**config.mk**
```make
export PLATFORM = sky130hd
export DESIGN_NAME = cpu_trace_buffer_flat
export DESIGN_NICKNAME = d
export VERILOG_FILES = /design/src/rtl/cpu_trace_buffer_if.sv /design/src/rtl/cpu_trace_buffer.sv /design/src/flat_wrapper.sv
export SDC_FILE = /design/constraint.sdc
export NUM_CORES = 1
export LEC_CHECK = 0
export ABC_CLOCK_PERIOD_IN_PS = 14200
export BUFFER_PORTS_ARGS = -buffer_cell sky130_fd_sc_hd__buf_2
export CAP_MARGIN = 25
export CELL_PAD_IN_SITES_DETAIL_PLACEMENT = 0
export CELL_PAD_IN_SITES_GLOBAL_PLACEMENT = 1
export CORE_UTILIZATION = 50
export DETAILED_ROUTE_END_ITERATION = 10
export PLACE_DENSITY_LB_ADDON = 0.1
export SLEW_MARGIN = 40
export SYNTH_ARGS = -nofsm -noshare
export SYNTH_HDL_FRONTEND = slang
export SYNTH_SLANG_ARGS = --single-unit
```
**constraint.sdc**
```tcl
create_clock -name CLK -period 14.2 [get_ports CLK]
set_input_delay 0 -clock CLK [delete_from_list [all_inputs] [get_ports CLK]]
set_output_delay 0 -clock CLK [all_outputs]
set_load 0.005 [all_outputs]
```
**src/rtl/cpu_trace_buffer_if.sv**
```systemverilog
// cpu_trace_buffer_if: commit bus and oldest-first read port of the trace buffer
interface cpu_trace_buffer_if #(
    parameter int ADDR_W = 16,
    parameter int DATA_W = 16
);
    localparam int ENTRY_W = ADDR_W + 8 + DATA_W;
    logic              commit_valid;
    logic [ADDR_W-1:0] commit_pc;
    logic [3:0]        commit_op;
    logic [3:0]        commit_rd;
    logic [DATA_W-1:0] commit_data;
    logic              rd_ready;
    logic              rd_valid;
    logic [ENTRY_W-1:0] rd_entry;
    modport master (
        output commit_valid, commit_pc, commit_op, commit_rd, commit_data, rd_ready,
        input  rd_valid, rd_entry
    );
    modport slave (
        input  commit_valid, commit_pc, commit_op, commit_rd, commit_data, rd_ready,
        output rd_valid, rd_entry
    );
endinterface

```
**src/rtl/cpu_trace_buffer.sv**
```systemverilog
// cpu_trace_buffer: circular commit-trace capture with PC/opcode trigger and oldest-first drain
module cpu_trace_buffer #(
    parameter int DATA_W    = 16,
    parameter int ADDR_W    = 16,
    parameter int DEPTH     = 8,
    parameter int POST_TRIG = 2,
    localparam int PW       = $clog2(DEPTH),
    localparam int CW       = PW + 1,
    localparam int ENTRY_W  = ADDR_W + 8 + DATA_W
) (
    input  logic              CLK,
    input  logic              RESET,
    input  logic              arm_i,
    input  logic              trig_mode_i,
    input  logic [ADDR_W-1:0] trig_pc_i,
    input  logic [3:0]        trig_op_i,
    cpu_trace_buffer_if.slave bus,
    output logic [1:0]        state_o,
    output logic [CW-1:0]     count_o,
    output logic              triggered_o,
    output logic              overflow_o
);
    typedef enum logic [1:0] {IDLE, ARMED, POST, DONE} state_t;

    state_t              state_q, state_d;
    logic [CW-1:0]       count_q, count_d, post_q, post_d;
    logic [PW-1:0]       wptr_q, wptr_d, rptr;
    logic                trig_q, trig_d, ovf_q, ovf_d;
    logic                wr_en, hit, full, rd_valid;
    logic [ENTRY_W-1:0]  mem_q [DEPTH];

    always_ff @(posedge CLK or negedge RESET) begin
        if (!RESET) begin
            state_q <= IDLE;
            count_q <= '0;
            post_q  <= '0;
            wptr_q  <= '0;
            trig_q  <= 1'b0;
            ovf_q   <= 1'b0;
        end else begin
            state_q <= state_d;
            count_q <= count_d;
            post_q  <= post_d;
            wptr_q  <= wptr_d;
            trig_q  <= trig_d;
            ovf_q   <= ovf_d;
        end
    end

    // storage is deliberately left out of reset
    always_ff @(posedge CLK)
        if (wr_en) mem_q[wptr_q] <= {bus.commit_pc, bus.commit_op, bus.commit_rd, bus.commit_data};

    always_comb begin
        state_d = state_q;
        count_d = count_q;
        post_d  = post_q;
        wptr_d  = wptr_q;
        trig_d  = trig_q;
        ovf_d   = ovf_q;
        wr_en   = 1'b0;
        full    = count_q == CW'(DEPTH);
        hit     = trig_mode_i ? bus.commit_op == trig_op_i : bus.commit_pc == trig_pc_i;
        if (arm_i) begin
            state_d = ARMED;
            count_d = '0;
            wptr_d  = '0;
            trig_d  = 1'b0;
            ovf_d   = 1'b0;
        end else if ((state_q == ARMED || state_q == POST) && bus.commit_valid) begin
            wr_en   = 1'b1;
            wptr_d  = wptr_q + 1'b1;
            count_d = full ? count_q : count_q + 1'b1;
            ovf_d   = ovf_q | full;
            if (state_q == ARMED && hit) begin
                trig_d  = 1'b1;
                state_d = POST_TRIG == 0 ? DONE : POST;
                post_d  = CW'(POST_TRIG);
            end else if (state_q == POST) begin
                post_d  = post_q - 1'b1;
                state_d = post_q == CW'(1) ? DONE : POST;
            end
        end else if (rd_valid && bus.rd_ready) begin
            count_d = count_q - 1'b1;
        end
    end

    // a full buffer has its oldest entry at wptr, which the truncated subtraction yields
    always_comb begin
        rptr         = wptr_q - count_q[PW-1:0];
        rd_valid     = state_q == DONE && count_q != '0;
        bus.rd_valid = rd_valid;
        bus.rd_entry = rd_valid ? mem_q[rptr] : '0;
        state_o      = state_q;
        count_o      = count_q;
        triggered_o  = trig_q;
        overflow_o   = ovf_q;
    end
endmodule

```
**src/flat_wrapper.sv**
```systemverilog
// flat-port wrapper written by rule: the top's interface ports become plain ports
module cpu_trace_buffer_flat 
#(
    parameter int DATA_W    = 16,
    parameter int ADDR_W    = 16,
    parameter int DEPTH     = 8,
    parameter int POST_TRIG = 2,
    localparam int PW       = $clog2(DEPTH),
    localparam int CW       = PW + 1,
    localparam int ENTRY_W  = ADDR_W + 8 + DATA_W
)
  (CLK, RESET, arm_i, trig_mode_i, trig_pc_i, trig_op_i, state_o, count_o, triggered_o, overflow_o, bus_commit_valid, bus_commit_pc, bus_commit_op, bus_commit_rd, bus_commit_data, bus_rd_ready, bus_rd_valid, bus_rd_entry);
  cpu_trace_buffer_if #(.ADDR_W(ADDR_W), .DATA_W(DATA_W)) bus_i ();
  input  logic CLK;
  input  logic RESET;
  input  logic arm_i;
  input  logic trig_mode_i;
  input  logic [ADDR_W-1:0] trig_pc_i;
  input  logic [3:0] trig_op_i;
  output logic [1:0] state_o;
  output logic [CW-1:0] count_o;
  output logic triggered_o;
  output logic overflow_o;
  input wire logic [$bits(bus_i.commit_valid)-1:0] bus_commit_valid;
  input wire logic [$bits(bus_i.commit_pc)-1:0] bus_commit_pc;
  input wire logic [$bits(bus_i.commit_op)-1:0] bus_commit_op;
  input wire logic [$bits(bus_i.commit_rd)-1:0] bus_commit_rd;
  input wire logic [$bits(bus_i.commit_data)-1:0] bus_commit_data;
  input wire logic [$bits(bus_i.rd_ready)-1:0] bus_rd_ready;
  output wire logic [$bits(bus_i.rd_valid)-1:0] bus_rd_valid;
  output wire logic [$bits(bus_i.rd_entry)-1:0] bus_rd_entry;
  assign bus_i.commit_valid = bus_commit_valid;
  assign bus_i.commit_pc = bus_commit_pc;
  assign bus_i.commit_op = bus_commit_op;
  assign bus_i.commit_rd = bus_commit_rd;
  assign bus_i.commit_data = bus_commit_data;
  assign bus_i.rd_ready = bus_rd_ready;
  assign bus_rd_valid = bus_i.rd_valid;
  assign bus_rd_entry = bus_i.rd_entry;
  cpu_trace_buffer #(.DATA_W(DATA_W), .ADDR_W(ADDR_W), .DEPTH(DEPTH), .POST_TRIG(POST_TRIG)) u_core (.CLK(CLK), .RESET(RESET), .arm_i(arm_i), .trig_mode_i(trig_mode_i), .trig_pc_i(trig_pc_i), .trig_op_i(trig_op_i), .bus(bus_i), .state_o(state_o), .count_o(count_o), .triggered_o(triggered_o), .overflow_o(overflow_o));
endmodule
```
# ---- After elaboration in Yosys (flattened, before gate mapping)
# Memories as Yosys holds them, arrays and structs flattened.
# Cells that the tools add are included.
dict set report totals {
  ff_bits 15
  mem_bits_rw 320
  output_inout_bits 49
  wordCells 61
  memories 1
}
dict set report classes {
  add_sub_neg 5
  n_eq_ne 8
  mux 24
  bitwise 2
  n_reduce_logical 15
}
# name depth word_bits rd rd_ports_with_merged_regs write_ports line
set mem_list {}
lappend mem_list {u_core.mem_q 8 40 1 0 1 cpu_trace_buffer.sv:30} ;# logic [ENTRY_W-1:0] mem_q [DEPTH];
# op n
set ops {}
lappend ops {{two-way mux 40 bit} 1}
lappend ops {{two-way mux 4 bit} 6}
lappend ops {{== test 16 bit} 1}
lappend ops {{two-way mux 1 bit} 11}
lappend ops {{two-way mux 2 bit} 4}
lappend ops {{subtractor 4 x 1 -> 4 bit (second input constant)} 2}
lappend ops {{two-way mux 3 bit} 2}
lappend ops {{AND reduction 2 bit} 3}
lappend ops {{nonzero test 2 bit} 3}
lappend ops {{nonzero test 3 bit} 2}
lappend ops {{adder 4 x 1 -> 4 bit (second input constant)} 1}
lappend ops {{== test 2 bit (second input constant)} 2}
lappend ops {{== test 4 x 1 -> 1 bit (second input constant)} 1}
lappend ops {{== test 4 bit} 1}
lappend ops {{== test 4 bit (second input constant)} 1}
lappend ops {{logical AND 1 bit} 4}
lappend ops {{nonzero test 4 bit} 1}
lappend ops {{adder 3 x 1 -> 3 bit (second input constant)} 1}
lappend ops {{!= test 3 bit (second input constant)} 1}
lappend ops {{AND reduction 3 bit} 1}
lappend ops {{subtractor 3 bit} 1}
lappend ops {{== test 2 x 1 -> 1 bit (second input constant)} 1}
lappend ops {{logical OR 1 bit} 1}
lappend ops {{NOT 1 bit} 1}
lappend ops {{bitwise OR 1 bit} 1}

# ---- Depth between registers and ports, before layout
dict set report depth {
  word_depth 7
  depth_mapped 10
}

# ---- Worst setup path before layout
# Ideal clock, no wire load.
dict set report synth_path {
  path_kind {register to register}
  start {register u_core.state_q[0] (netlist: u_core.state_o[0])}
  end {memory u_core.mem_q[0][0] (netlist bit) (enable)}
  t_arrival_ns 5.158
  path_slack_ns 8.505
  stages_incl_launch_ff 9
  path_buffers 2
  synth_period_minus_slack_ns 5.695
  path_cell_list {dfrtp_1 > inv_1 > ha_1 > nand2b_1 > buf_2 > inv_2 > buf_4 > nand2b_1 > nor4_1}
}
dict set report synth_between {
  elab_chain_cells 7
  elab_cells_between_ends 8
  classes_between {2 x eq/ne; 4 x mux; 2 x reduce/logical}
}
# element line
set synth_lines {}
lappend synth_lines {{start: declaration} cpu_trace_buffer.sv:25} ;# state_t state_q, state_d;
lappend synth_lines {{start signal: assignment} cpu_trace_buffer.sv:41} ;# state_q <= state_d;
lappend synth_lines {{== test 2 x 1 -> 1 bit or == test 2 bit (tied branches)} cpu_trace_buffer.sv:70} ;# end else if ((state_q == ARMED || state_q == POST) && bus.commit_valid) begin
lappend synth_lines {{logical OR 1 bit (*)} cpu_trace_buffer.sv:70}
lappend synth_lines {{logical AND 1 bit (*)} cpu_trace_buffer.sv:70}
lappend synth_lines {{two-way mux 1 bit (*)} cpu_trace_buffer.sv:70}
lappend synth_lines {{two-way mux 1 bit (*)} cpu_trace_buffer.sv:64} ;# if (arm_i) begin
lappend synth_lines {{two-way mux 1 bit (*)} cpu_trace_buffer.sv:52} ;# if (wr_en) mem_q[wptr_q] <= {bus.commit_pc, bus.commit_op, bus.commit_rd, bus.commit_data};
lappend synth_lines {{two-way mux 1 bit (not written as such) (*)} cpu_trace_buffer.sv:52}
lappend synth_lines {{end: declaration} cpu_trace_buffer.sv:30}
# Mark *: on every way between the ends. The rest lies on a longest branch, timed or not.

# ---- Worst setup path in the final report
dict set report layout_path {
  start {register u_core.wptr_q[0]}
  end {output bus_rd_entry[22]}
}
dict set report layout_between {
  elab_chain_cells 3
}
# element line
set layout_lines {}
lappend layout_lines {{start: declaration} cpu_trace_buffer.sv:27} ;# logic [PW-1:0] wptr_q, wptr_d, rptr;
lappend layout_lines {{start signal: assignment} cpu_trace_buffer.sv:44} ;# wptr_q <= wptr_d;
lappend layout_lines {{subtractor 3 bit} cpu_trace_buffer.sv:90} ;# rptr = wptr_q - count_q[PW-1:0];
lappend layout_lines {{memory (8 x 40 bit)} n/a}
lappend layout_lines {{two-way mux 40 bit} cpu_trace_buffer.sv:93} ;# bus.rd_entry = rd_valid ? mem_q[rptr] : '0;
lappend layout_lines {{end: declaration} flat_wrapper.sv:31} ;# output wire logic [$bits(bus_i.rd_entry)-1:0] bus_rd_entry;
# Every way passes these cells.

==> metrics.md <==
| Metric | Value |
|---|---|
| Layout Utilization | `61.1%` |
| Cts hold-fix bufs | `47` |
| Worst-path clk slew | `0.05 ns` |
| PwrDens | `158 mW/mm^2` |
| Worst IR drop on VDD | `0.0967 mV` |
| Total Routing Usage GR | `21.3%` |
| DIE HEIGHT | `165 um` |
| XOR/XNOR share of the synthesized area | `1.84%` |
| Setup bufs post-CTS | `0` |
| Final Slew Violations | `0` |
| Largest family of logic cells by synthesized area | `multiplexers` |
| Total wire length | `27.9 mm` |
| DIE WIDTH | `165 um` |
| Pin count of the biggest net entering global routing | `45` |
| Clock share of power | `34.0%` |
| Power Internal | `0.00187 W` |
| Antenna Nets Post-Route | `0` |
| First-pass DRT Iterations | `7` |
| Global-route wire length before repair | `42.4 mm` |
| Register area | `0.00998 sq mm` |
| Achievable Freq | `0.247 GHz` |
| #FFs+latches synth | `335` |
| Die ar. | `0.0273 sq mm` |
| Htree depth | `2` |
| Initial drt markers | `348` |
| Final net count | `951` |
| Syn. warnings | `0` |
| Critical path startpoint category | `register` |
| Final setup violation count | `0` |
| Failing checks | `design-rule violations` |
| Remaining DRCs | `12` |
| Final HPWL DP | `15.4 mm` |
| Cell Area, Placed | `0.0144 sq mm` |
| Remaining Overflow, GRT | `0` |
| RSZ-0062 raised after global routing | `no` |
| Slew HR | `52.3%` |
| Post-synthesis sequential area ratio | `74.9%` |
| EDFF count, synth | `320` |
| WP data required | `14.20 ns` |
| # fillers | `1943` |
| Shortest period the worst path allows | `4.05 ns` |
| Cell Area, Synth | `0.0133 sq mm` |
| Initial antenna violation count | `0` |
| Initial core utilization | `51.0%` |
| CTS tree | `done` |
| Maxcap violations | `0` |
| Routed length per instance | `22.6 um` |
| Outcome | `finished, violations left` |
| Core area | `0.0261 sq mm` |
| GPL Wtd Cong | `0.734` |
| TNS Setup | `0 ns` |
| Critical path class | `reg -> out` |
| Sequential power share | `44.4%` |
| Total CTS buffers | `35` |
| Worst skew pair latency | `0.50 ns` |
| Net Sw Power | `0.000654 W` |
| Fraction of layout cells with a size suffix above 1 | `30.5%` |
| Clock Skews | `0.00922 ns` |
| Distinct cells, synth | `39` |
| Combinational power share | `21.6%` |
| CP max FO | `44` |
| Multi-input logic area | `0.00325 sq mm` |
| Setup crit end kind | `primary output` |
| Setup ws final | `10.15 ns` |
| Site row count | `59` |
| Clock Tree Buf Depth | `3` |
| Crit share post-route | `28.5%` |
| Dpl ws | `10.66 ns` |
| Final Hold Viols | `0` |
| Vias/cell | `5.62` |
| Critical path arrival | `4.05 ns` |
| Sw Ratio | `26.0%` |
| Mux cell area share after synthesis | `13.5%` |
| Post-Syn Instances | `693` |
| Post-route cell area | `0.0160 sq mm` |
| Ports | `115` |
| Synthesized-area fraction occupied by adder cells | `1.15%` |
| Lkg Pwr | `5.52 nW` |
| Vias after detailed routing | `6937` |
| Vias in the first global route | `7400` |
| N_diodes | `0` |
| Simple-Gate Fraction of Synth Area | `4.24%` |
| Ys async rst share | `4.48%` |
| Hold Crit Class | `in -> reg` |
| Synth-to-Final Area Change | `19.8%` |
| Clock root cell | `clkbuf_16` |
| CTS resizes | `0` |
| Synthesized Nets | `770` |
| Prevailing post-synth register cell | `edfxtp_1` |
| Worst-Margin Slew | `0.714 ns` |
| Input/output buffers | `114` |
| Compound-Gate Fraction of Synth Area | `2.88%` |
| Avg Inst Size Synth | `19.2 sq um` |
| CTS sink cnt | `335` |
-- power by group through the flow --
stage                     Sequential (W)  Combinational (W)  Clock [W]
after floorplan                  0.00114           0.000390          0
after global placement           0.00114           0.000531          0
after detailed placement         0.00114           0.000538          0
after CTS                        0.00112           0.000551   0.000875
after global routing             0.00112           0.000596   0.000910
final                            0.00112           0.000544   0.000858
-- path summary, 6_finish.rpt --
| kind | cells after the start | to | start | slack [ns] |
|---|---|---|---|---|
| min in group asynchronous | 3 | u_core.state_o[1] | RESET | 0.62 |
| worst max-delay path | 9 | bus_rd_entry[22] | u_core.wptr_q[0] | 10.15 |
| worst min register to register | 2 | u_core.overflow_o | u_core.overflow_o | 0.52 |
| worst max register to register | 7 | u_core.mem_q[6][25] | u_core.state_o[0] | 10.85 |
| max in group asynchronous | 3 | u_core.wptr_q[2] | RESET | 13.13 |
| worst min-delay path | 6 | u_core.post_q[2] | trig_pc_i[13] | 0.20 |
-- sequential cells by signal, summed over array words and instances, names as in the netlist --
register / cells
u_core.mem_q: 320
u_core.count_o: 4
u_core.post_q: 4
u_core.wptr_q: 3
u_core.state_o: 2
u_core.overflow_o: 1
u_core.triggered_o: 1
-- kinds of logic (layout without fill, tap and decap cells) --
| group | Yosys count | in the layout |
|---|---|---|
| flops | 335 | 335 |
| buf+inv | 46 | 252 |
| compound gates | 63 | 63 |
| fa+ha+maj | 11 | 11 |
| simple gates | 130 | 130 |
| xor+xnor | 28 | 28 |
| mux | 80 | 80 |
-- worst max-delay path, stage by stage, from the launching register on --
cell     delay (ns)
dfrtp_1        0.48
inv_1          0.16
ha_4           0.14
inv_1          0.04
fa_4           1.17
buf_4          0.68
mux4_2         0.33
nand2_1        0.05
a21oi_1        0.30
buf_2          0.18
-- through the flow --
step	hold slack, ns	total power [W]	std cells
floorplan	-0.296	0.00153	693
global placement	-0.0788	0.00167	1124
detailed placement	-0.0724	0.00168	1124
CTS	0.172	0.00255	1233
global route	0.222	0.00263	1234
finish	0.203	0.00252	1234
-- cell usage after synthesis, drive strengths merged (3+ instances only) --
library cell | n | share of area (%)
dfrtp | 15 | 2.8
nand2b | 5 | 0.23
xnor2 | 22 | 1.4
and3 | 5 | 0.23
nor2 | 11 | 0.31
ha | 9 | 0.84
buf | 16 | 0.61
nand4 | 4 | 0.19
mux4 | 80 | 14
a21oi | 49 | 1.9
nand2 | 89 | 2.5
clkbuf | 18 | 0.51
edfxtp | 320 | 72
nor3 | 6 | 0.23
nor4 | 3 | 0.19
xor2 | 6 | 0.39
inv | 12 | 0.34
-- cell usage in the layout (no fill, tap or decap), types with 2 or more instances in the layout --
master | Yosys | layout
edfxtp_1 | 320 | 320
buf_2 | 14 | 114
nand2_1 | 89 | 89
mux4_2 | 80 | 80
a21oi_1 | 48 | 48
dlygate4sd3_1 | 0 | 47
clkbuf_16 | 0 | 37
xnor2_1 | 22 | 21
buf_4 | 1 | 15
dfrtp_1 | 15 | 15
inv_1 | 10 | 10
clkbuf_1 | 18 | 9
nor2_1 | 11 | 8
ha_1 | 9 | 8
clkinv_1 | 0 | 8
nand2b_1 | 5 | 5
xor2_1 | 6 | 5
and3_1 | 5 | 5
clkinv_2 | 0 | 5
nor3_2 | 0 | 4
nand4_1 | 4 | 4
nor2_4 | 0 | 3
inv_2 | 2 | 2
nor3_1 | 6 | 2
a31oi_1 | 2 | 2
and2_1 | 2 | 2
nand3_1 | 2 | 2
a22o_1 | 2 | 2
a21o_1 | 2 | 2
bufinv_16 | 0 | 2
-- metal layers --
layer / vias to the layer above / share of wire (%) / global-route usage [%]
li1: 3127 / - / -
met1: 3577 / 44 / 29.3
met2: 190 / 49 / 35.5
met3: 43 / 4.7 / 3.22
met4: 0 / 2.0 / 6.13
met5: - / 0 / 0
-- cell type report --
class | count | area share [%]
repair buffers | 178 | 7.42
clock inverters | 16 | 0.768
inverters | 12 | 0.282
clock buffers | 46 | 6.01
flip-flops and latches | 335 | 62.5
multi-input cells | 312 | 20.4
well taps | 335 | 2.62
Power figures use the tool's default switching activity.
